`config.mk`:
```
export PLATFORM = sky130hd
export DESIGN_NAME = regread_stage
export DESIGN_NICKNAME = d
export VERILOG_FILES = /design/src/rtl/regread_stage.sv
export SDC_FILE = /design/constraint.sdc
export NUM_CORES = 1
export LEC_CHECK = 0
export CORE_MARGIN = 2
export CORE_UTILIZATION = 34
export CTS_CLUSTER_DIAMETER = 50
export DETAILED_ROUTE_END_ITERATION = 16
export PLACE_DENSITY = 0.65
export SLEW_MARGIN = 25
export SYNTH_ARGS = -nofsm -noshare
export SYNTH_HDL_FRONTEND = slang
export SYNTH_SLANG_ARGS = --single-unit
```
`constraint.sdc`:
```
create_clock -name clk -period 4.45 [get_ports clk]
set_input_delay 0.6675 -clock clk [delete_from_list [all_inputs] [get_ports clk]]
set_output_delay 0.6675 -clock clk [all_outputs]
set_load 0.01 [all_outputs]
```
`src/rtl/regread_stage.sv`:
```
// Register-read stage: decodes source/destination usage, resolves operands from the
// register file with a same-cycle write-back bypass, tracks in-flight destinations in a
// pending scoreboard, stalls on read-after-write hazards and presents a registered
// valid/ready output stage to execute.
module regread_stage #(
  parameter int unsigned DLEN = 32,
  parameter int unsigned ALEN = 5
) (
  input  logic            clk,
  input  logic            rst_n,
  // Upstream instruction offer
  input  logic            i_id_valid,
  input  logic [31:0]     i_id_instr,
  input  logic [31:0]     i_id_pc,
  output logic            o_id_ready,
  // Register-file read port
  output logic [ALEN-1:0] o_raddr_a,
  output logic [ALEN-1:0] o_raddr_b,
  input  logic [DLEN-1:0] i_rdata_a,
  input  logic [DLEN-1:0] i_rdata_b,
  // Write-back port shared with the register file
  input  logic            i_wb_en,
  input  logic [ALEN-1:0] i_wb_addr,
  input  logic [DLEN-1:0] i_wb_data,
  // Downstream handshake and payload
  output logic            o_ex_valid,
  input  logic            i_ex_ready,
  output logic [31:0]     o_ex_pc,
  output logic [31:0]     o_ex_instr,
  output logic [DLEN-1:0] o_ex_rs1,
  output logic [DLEN-1:0] o_ex_rs2,
  output logic [ALEN-1:0] o_ex_rd,
  output logic            o_ex_rd_wen
);

  localparam int unsigned NumRegs = 1 << ALEN;

  localparam logic [6:0] OpLui    = 7'b0110111;
  localparam logic [6:0] OpAuipc  = 7'b0010111;
  localparam logic [6:0] OpJal    = 7'b1101111;
  localparam logic [6:0] OpJalr   = 7'b1100111;
  localparam logic [6:0] OpLoad   = 7'b0000011;
  localparam logic [6:0] OpImm    = 7'b0010011;
  localparam logic [6:0] OpBranch = 7'b1100011;
  localparam logic [6:0] OpStore  = 7'b0100011;
  localparam logic [6:0] OpReg    = 7'b0110011;

  logic [6:0]         opcode;
  logic [ALEN-1:0]    rs1_addr;
  logic [ALEN-1:0]    rs2_addr;
  logic [ALEN-1:0]    rd_addr;
  logic               use_rs1;
  logic               use_rs2;
  logic               writes_rd;
  logic               rd_wen;

  logic               wb_hit_a;
  logic               wb_hit_b;
  logic               busy_a;
  logic               busy_b;
  logic               hazard;
  logic               xfer;

  logic [DLEN-1:0]    rs1_val;
  logic [DLEN-1:0]    rs2_val;

  logic [NumRegs-1:0] pending_q;
  logic [NumRegs-1:0] pending_d;

  logic               ex_valid_q;
  logic [31:0]        ex_pc_q;
  logic [31:0]        ex_instr_q;
  logic [DLEN-1:0]    ex_rs1_q;
  logic [DLEN-1:0]    ex_rs2_q;
  logic [ALEN-1:0]    ex_rd_q;
  logic               ex_rd_wen_q;

  assign opcode   = i_id_instr[6:0];
  assign rd_addr  = i_id_instr[7 +: ALEN];
  assign rs1_addr = i_id_instr[15 +: ALEN];
  assign rs2_addr = i_id_instr[20 +: ALEN];

  assign o_raddr_a = rs1_addr;
  assign o_raddr_b = rs2_addr;

  // Classify the opcode by which sources it reads and whether it writes rd.
  always_comb begin
    use_rs1   = 1'b0;
    use_rs2   = 1'b0;
    writes_rd = 1'b0;
    case (opcode)
      OpLui, OpAuipc, OpJal: begin
        writes_rd = 1'b1;
      end
      OpJalr, OpLoad, OpImm: begin
        use_rs1   = 1'b1;
        writes_rd = 1'b1;
      end
      OpBranch, OpStore: begin
        use_rs1 = 1'b1;
        use_rs2 = 1'b1;
      end
      OpReg: begin
        use_rs1   = 1'b1;
        use_rs2   = 1'b1;
        writes_rd = 1'b1;
      end
      default: ;
    endcase
  end

  // x0 is never a real destination, so it never enters the scoreboard.
  assign rd_wen = writes_rd && (rd_addr != '0);

  assign wb_hit_a = i_wb_en && (i_wb_addr == rs1_addr);
  assign wb_hit_b = i_wb_en && (i_wb_addr == rs2_addr);

  // Resolve operands: x0 reads zero, a same-cycle write-back overrides the stale file value.
  always_comb begin
    rs1_val = '0;
    rs2_val = '0;
    if (use_rs1 && (rs1_addr != '0)) begin
      rs1_val = wb_hit_a ? i_wb_data : i_rdata_a;
    end
    if (use_rs2 && (rs2_addr != '0)) begin
      rs2_val = wb_hit_b ? i_wb_data : i_rdata_b;
    end
  end

  // A pending source is fine if it is being written back this very cycle (bypass covers it).
  assign busy_a = use_rs1 && (rs1_addr != '0) && pending_q[rs1_addr] && !wb_hit_a;
  assign busy_b = use_rs2 && (rs2_addr != '0) && pending_q[rs2_addr] && !wb_hit_b;
  assign hazard = i_id_valid && (busy_a || busy_b);

  assign o_id_ready = (!ex_valid_q || i_ex_ready) && !hazard;
  assign xfer       = i_id_valid && o_id_ready;

  // Scoreboard next state: clear on write-back, then set on accept so a collision keeps it set.
  always_comb begin
    pending_d = pending_q;
    if (i_wb_en) begin
      pending_d[i_wb_addr] = 1'b0;
    end
    if (xfer && rd_wen) begin
      pending_d[rd_addr] = 1'b1;
    end
    pending_d[0] = 1'b0;
  end

  // Scoreboard register.
  always_ff @(posedge clk or negedge rst_n) begin
    if (!rst_n) begin
      pending_q <= '0;
    end else begin
      pending_q <= pending_d;
    end
  end

  // Output stage: load on transfer, drain on downstream accept, otherwise hold.
  always_ff @(posedge clk or negedge rst_n) begin
    if (!rst_n) begin
      ex_valid_q  <= 1'b0;
      ex_pc_q     <= '0;
      ex_instr_q  <= '0;
      ex_rs1_q    <= '0;
      ex_rs2_q    <= '0;
      ex_rd_q     <= '0;
      ex_rd_wen_q <= 1'b0;
    end else if (xfer) begin
      ex_valid_q  <= 1'b1;
      ex_pc_q     <= i_id_pc;
      ex_instr_q  <= i_id_instr;
      ex_rs1_q    <= rs1_val;
      ex_rs2_q    <= rs2_val;
      ex_rd_q     <= rd_addr;
      ex_rd_wen_q <= rd_wen;
    end else if (i_ex_ready) begin
      ex_valid_q  <= 1'b0;
    end
  end

  assign o_ex_valid  = ex_valid_q;
  assign o_ex_pc     = ex_pc_q;
  assign o_ex_instr  = ex_instr_q;
  assign o_ex_rs1    = ex_rs1_q;
  assign o_ex_rs2    = ex_rs2_q;
  assign o_ex_rd     = ex_rd_q;
  assign o_ex_rd_wen = ex_rd_wen_q;

endmodule

```
==> reports/qor.csv, run 1 <==
metric;value;unit
dr.pass1.iters;4;
max_cap_violations;0;
place_ws;363;ps
ys_warn_count;0;
area_delta_synth_final;50.2;%
cp-start-kind;input port;
synthCells;622;
synth_cell_types;44;
track_usage;0.212;
drt-met1-wl;11000;um
place_congestion;0.857;
grt_max_degree;102;
synth.ff_latch_count;161;
routed-wl-met3;1860;um
setup_ws;370;ps
postSynthAreaPerCell;12.6;um2
leakage;4.74;nW
die_area;24200;um2
regToRegSetupSlack;1490;ps
crit_path_frequent_cell;clkdlybuf4s50_1;
synth_commonest_cells;dfrtp_1 (161), mux2_2 (83), a32o_1 (64), o21ai_0 (64), mux2_1 (46);
drt-total-wl;25600;um
placed_area;11100;um2
dp_hpwl;18200;um
ys_async_sr_fraction;1.00;
arrival;3410;ps
yosys.area.top_type;dfrtp_1;
root_buffer;clkbuf_16;
grt_overflow_total;0;
report.final.hold_viol_count;0;
dr_total_vias;6455;
status;finished clean;
path_clk_slew;70;ps
multiInputGateArea;3440;um2
grt_pass1_vias;6659;
fp.coreArea;22600;um2
drt_drc_violations_left;0;
holdCritPathClass;in2async;
critPathKind;in2out;
synth-main-ff-cell;dfrtp_1;
n_fill_cell;2058;
relSlewSlack;0.449;
rsz0062_at_grt;no;
netlist_area;7810;um2
drtIter0Drc;328;
fin_crit_sh;0.917;
cp_slowest_stage_delay;590;ps
setup_tns;0;ps
nets;1075;
cts_buffers;17;
initial_core_util;0.346;
antenna_found_initial;0;
grt_pass1_wl;39300;um
clock_sinks;161;
path_delay_family;buffers and inverters;
routedWlPerCell;21.2;um
cts-resized-gates;0;
crit_slowest_cell;clkdlybuf4s50_1;
cts_setup_buffers;0;
io_buffers;315;
via_per_inst;5.37;
top_layer;met4;
maxSlewViolCount;0;
layout-drive-gt1-share;0.155;
power_density;336;nW/um2
max_freq;245;MHz
worstPathMaxFanout;17;
tightest_slew;826;ps
rows;55;
route.met2.wl;12000;um
clock_latency;430;ps
worst-path-buf-inv;3;
fin_crit;4080;ps
cts.path.max_buffers;2;
ant_nets;0;
ys_top_cells_by_area;dfrtp_1 (52%), mux2_2 (12%), a32o_1 (8.2%);
cts_hold_buf;0;
ioPinCount;316;
ys_seq_area_frac;0.516;
synthMostInstantiatedCell;dfrtp_1;
peakVddDrop;0.248;mV
syn_nets;792;
cts_tree;done;
final_area;11700;um2
crit_chain;clkdlybuf4s50_1 > buf_4 > mux2i_1 > o22ai_1 > a2111oi_0 > nor3_1 > a22oi_4 > o21a_1 > clkdlybuf4s50_1;
n_antenna_cell;0;
required;3780;ps
htreeDepth;4;
die_x;156;um
register_area;4030;um2
fin_skew;10.5;ps
fin_util;0.520;
synth-edff-count;0;
timing.hold.ws;310;ps
yosysTopAreaCellShare;0.516;
worst_setup_path_end_kind;output pin;
setup-violations-final;0;
die_h;156;um
final timing paths:
kind / endpoint / cells after the start / from
worst max-delay path: o_id_ready / 9 / i_id_instr[15]
worst min-delay path: o_ex_rs2[0]$_DFFE_PN0P_ / 1 / rst_n
worst max register to register: o_ex_rs2[27]$_DFFE_PN0P_ / 7 / pending_q[23]$_DFF_PN0_
worst min register to register: o_ex_instr[18]$_DFFE_PN0P_ / 1 / o_ex_instr[18]$_DFFE_PN0P_
max in group asynchronous: o_ex_rs1[17]$_DFFE_PN0P_ / 2 / rst_n
min in group clk: o_ex_instr[18]$_DFFE_PN0P_ / 1 / o_ex_instr[18]$_DFFE_PN0P_
metrics by stage:
stage	total power (W)	std cells
final	0.00394	1203
after global routing	0.00412	1203
after CTS	0.00399	1203
after detailed placement	0.00244	1171
after global placement	0.00244	1171
after floorplan	0.00196	622
placed cells by master, fill, tap and decap left out, types with 2 or more instances in the layout:
cell type,instances
clkdlybuf4s50_1,314
buf_4,13
clkbuf_16,17
or4_1,2
xor2_1,8
a211oi_1,2
nand2b_1,4
and3_1,2
a2111oi_0,3
bufinv_16,2
a32o_1,64
o22ai_1,4
mux2_1,46
o21ai_0,64
a21oi_1,2
nand3b_1,8
nand2_1,12
inv_1,5
nor2_2,2
dfrtp_1,161
nand3_1,7
mux4_2,4
nor4_1,2
nand4b_1,6
or3b_2,3
xnor2_1,2
mux2_2,83
nand4_1,2
nor3_1,6
clkinv_4,5
nor2_1,10
inv_6,4
mux2i_1,24
o211ai_1,4
nor2b_1,3
clkbuf_8,4
routing by layer:
metal,vias to the layer above,GRT usage
li1,2929,-
met5,-,0
met2,247,0.336
met4,0,0.0743
met3,38,0.0661
met1,3241,0.274
where the power goes:
| part | switching, W | total, W | internal, W |
|---|---|---|---|
| sequential | 0.0000649 | 0.00164 | 0.00157 |
| combinational | 0.000313 | 0.000771 | 0.000458 |
| clock | 0.000647 | 0.00153 | 0.000884 |
worst register-to-register path, delay by kind of cell (launching register included):
family                 cells  cell delay, ps
multiplexers               1             490
buffers and inverters      2             790
AND/OR/NAND/NOR            1             180
flip-flops                 1             400
AO/OA/AOI/OAI              3            1030
logic make-up (layout without fill, tap and decap cells):
kind of cell | after synthesis | in the layout | share of synthesized area
AND/OR/NAND/NOR | 73 | 73 | 0.0532
multiplexers | 157 | 157 | 0.228
XOR/XNOR | 10 | 10 | 0.0112
buffers and inverters | 70 | 366 | 0.0449
flip-flops | 161 | 161 | 0.516
AO/OA/AOI/OAI | 151 | 151 | 0.146
state kept, by name, indices dropped and copies added, names as in the netlist:
register     flops
o_ex_instr      32
o_ex_rs2        32
o_ex_valid       1
o_ex_rs1        32
o_ex_rd_wen      1
pending_q       31
o_ex_pc         32
layout make-up:
class,count,area share
Timing Repair Buffer,329,0.279
Multi-Input combinational cell,391,0.293
Clock buffer,20,0.0398
Sequential cell,161,0.343
Clock inverter,12,0.0125
Inverter,5,0.00160
Tap cell,285,0.0304
No activity file was read; power rests on OpenSTA's default activity.
==> run 2: changes to the inputs <==
--- a/config.mk
+++ b/config.mk
@@ -9,7 +9,9 @@
 export CORE_UTILIZATION = 34
 export CTS_CLUSTER_DIAMETER = 50
 export DETAILED_ROUTE_END_ITERATION = 16
+export GPL_ROUTABILITY_DRIVEN = 0
 export PLACE_DENSITY = 0.65
+export RECOVER_POWER = 50
 export SLEW_MARGIN = 25
 export SYNTH_ARGS = -nofsm -noshare
 export SYNTH_HDL_FRONTEND = slang
==> run 2 against run 1 <==
Utilization is 0.078 points higher. Clock skew rose by 2.4 ps. Sequential cell count is the same. The flow now finishes with violations (max-capacitance violations, max-slew violations). First-iteration DRC count rose by 19%. Die area is the same. Non-clock buffer count up 1. Sequential power about the same. Register-to-register slack worse by 30 ps. Largest power group unchanged. Wire length is 0.92% lower. Final cell count is 0.17% higher. Worst hold slack gained 180 ps.
==> reports/qor.csv, run 2 (synthesis gave the netlist of run 1 again) <==
metric;value;unit;change
power_density;336;nW/um2;about the same
htreeDepth;4;;unchanged
cts-resized-gates;0;;unchanged
timing.hold.ws;486;ps;+177 ps
grt_pass1_vias;6539;;-1.8%
cts_tree;done;;
die_x;156;um;unchanged
p_clk_frac;0.395;;+0.006
worstPathMaxFanout;17;;unchanged
peakVddDrop;0.222;mV;-10%
ant_nets;0;;unchanged
worst_setup_path_end_kind;output pin;;
violations;max-capacitance violations, max-slew violations;;
routedWlPerCell;21.0;um;-1.1%
drt_drc_violations_left;0;;unchanged
rsz0062_at_grt;no;;
mostFrequentLayoutCell;clkdlybuf4s50_1;;
layout-drive-gt1-share;0.156;;+0.000920
max_freq;248;MHz;+1.2%
grt_overflow_total;0;;unchanged
fin_crit;4030;ps;-47.7 ps
cts.path.max_buffers;2;;unchanged
power;0.00395;W;+0.12%
dr_total_vias;6431;;-0.37%
fp.coreArea;22600;um2;unchanged
path_clk_slew;60;ps;about the same
status;finished, violations left;;
setup-violations-final;0;;unchanged
ioPinCount;316;;unchanged
fin_util;0.520;;+0.000777
max_cap_violations;1;;+1
cp-start-kind;input port;;
antenna_found_initial;1;;+1
root_buffer;clkbuf_16;;
cts_buffers;17;;unchanged
via_per_inst;5.34;;-0.54%
power.internal;0.00289;W;-0.79%
initial_core_util;0.346;;unchanged
pwr-share-seq;0.415;;about the same
rows;55;;unchanged
final_cell_mix;clkdlybuf4s50_1 (241), dfrtp_1 (161), mux2_2 (83);;
maxSlewViolCount;82;;+82
drtIter0Drc;389;;+19%
cts_setup_buffers;0;;unchanged
holdCritPathClass;reg2reg;;
die_h;156;um;unchanged
track_usage;0.209;;-0.00274
swShare;0.267;;+0.00676
fin_cells;1205;;+0.17%
area_delta_synth_final;50.5;%;
setup_tns;0;ps;unchanged
fin_skew;12.8;ps;+2.35 ps
switching_power;0.00105;W;+2.7%
report.final.hold_viol_count;0;;unchanged
fin_crit_sh;0.906;;-0.0107
tightest_slew;2070;ps;+1240 ps
p_comb_frac;0.190;;-0.006
leakage;4.89;nW;+3.2%
dp_hpwl;18200;um;+0.23%
numPlacedInstances;1172;;+0.085%
die_area;24200;um2;unchanged
relSlewSlack;-0.378;;-0.827
grt_pass1_wl;38600;um;-1.8%
dr.pass1.iters;5;;+1
nets;1076;;+0.093%
required;3780;ps;about the same
grt_max_degree;82;;-20%
clock_sinks;161;;unchanged
clock_latency;430;ps;about the same
cts_hold_buf;0;;unchanged
drt-total-wl;25300;um;-0.92%
arrival;3360;ps;-50 ps
io_buffers;315;;unchanged
critPathKind;in2out;;
[run 2: final cells by class]
cell class / count / area (um2)
Antenna cell: 1 / 2.50
Clock inverter: 13 / 169
Clock buffer: 19 / 453
Inverter: 5 / 18.8
Tap cell: 285 / 357
Fill cell: 2004 / 10800
Sequential cell: 161 / 4030
Multi-Input combinational cell: 391 / 3440
Timing Repair Buffer: 330 / 3280
[run 2: worst paths after layout]
kind | start | depth (start not counted) | endpoint | slack, ps
worst max-delay path | i_id_instr[15] | 9 | o_id_ready | 420
worst min-delay path | o_ex_rs1[2]$_DFFE_PN0P_ | 1 | o_ex_rs1[2]$_DFFE_PN0P_ | 490
worst max register to register | pending_q[23]$_DFF_PN0_ | 7 | o_ex_rs1[19]$_DFFE_PN0P_ | 1460
worst min register to register | o_ex_rs1[2]$_DFFE_PN0P_ | 1 | o_ex_rs1[2]$_DFFE_PN0P_ | 490
max in group asynchronous | rst_n | 2 | o_ex_instr[5]$_DFFE_PN0P_ | 1590
min in group asynchronous | rst_n | 1 | o_ex_rs1[0]$_DFFE_PN0P_ | 800
[run 2: layer usage]
metal	share of wire	GRT usage	up-vias
li1	-	-	2928
met1	0.41	0.264	3175
met2	0.48	0.336	291
met3	0.086	0.0694	37
met4	0.026	0.0738	0
met5	0	0	-
[run 2: critical path, stage by stage]
cell and delay [ps]:
clkdlybuf4s50_1 520, buf_4 300, mux2i_1 220, o22ai_1 90
a2111oi_0 430, nor3_1 180, a22oi_4 230, o21a_1 130
clkdlybuf4s50_1 590
[run 2: stage by stage]
stage          instance area (um2)  setup WS (ps)
3_5_place_dp                 11100            393
4_1_cts                      11800            380
5_1_grt                      11700            231
3_3_place_gp                 11100            466
2_1_floorplan                 7810           1140
6_report                     11700            418
[run 2: power by group through the flow]
stage	registers (W)	logic, W	clock network [W]
after floorplan	0.00171	0.000250	0
after global placement	0.00166	0.000778	0
after detailed placement	0.00167	0.000779	0
after CTS	0.00164	0.000783	0.00160
after global routing	0.00165	0.000807	0.00166
final	0.00164	0.000750	0.00156
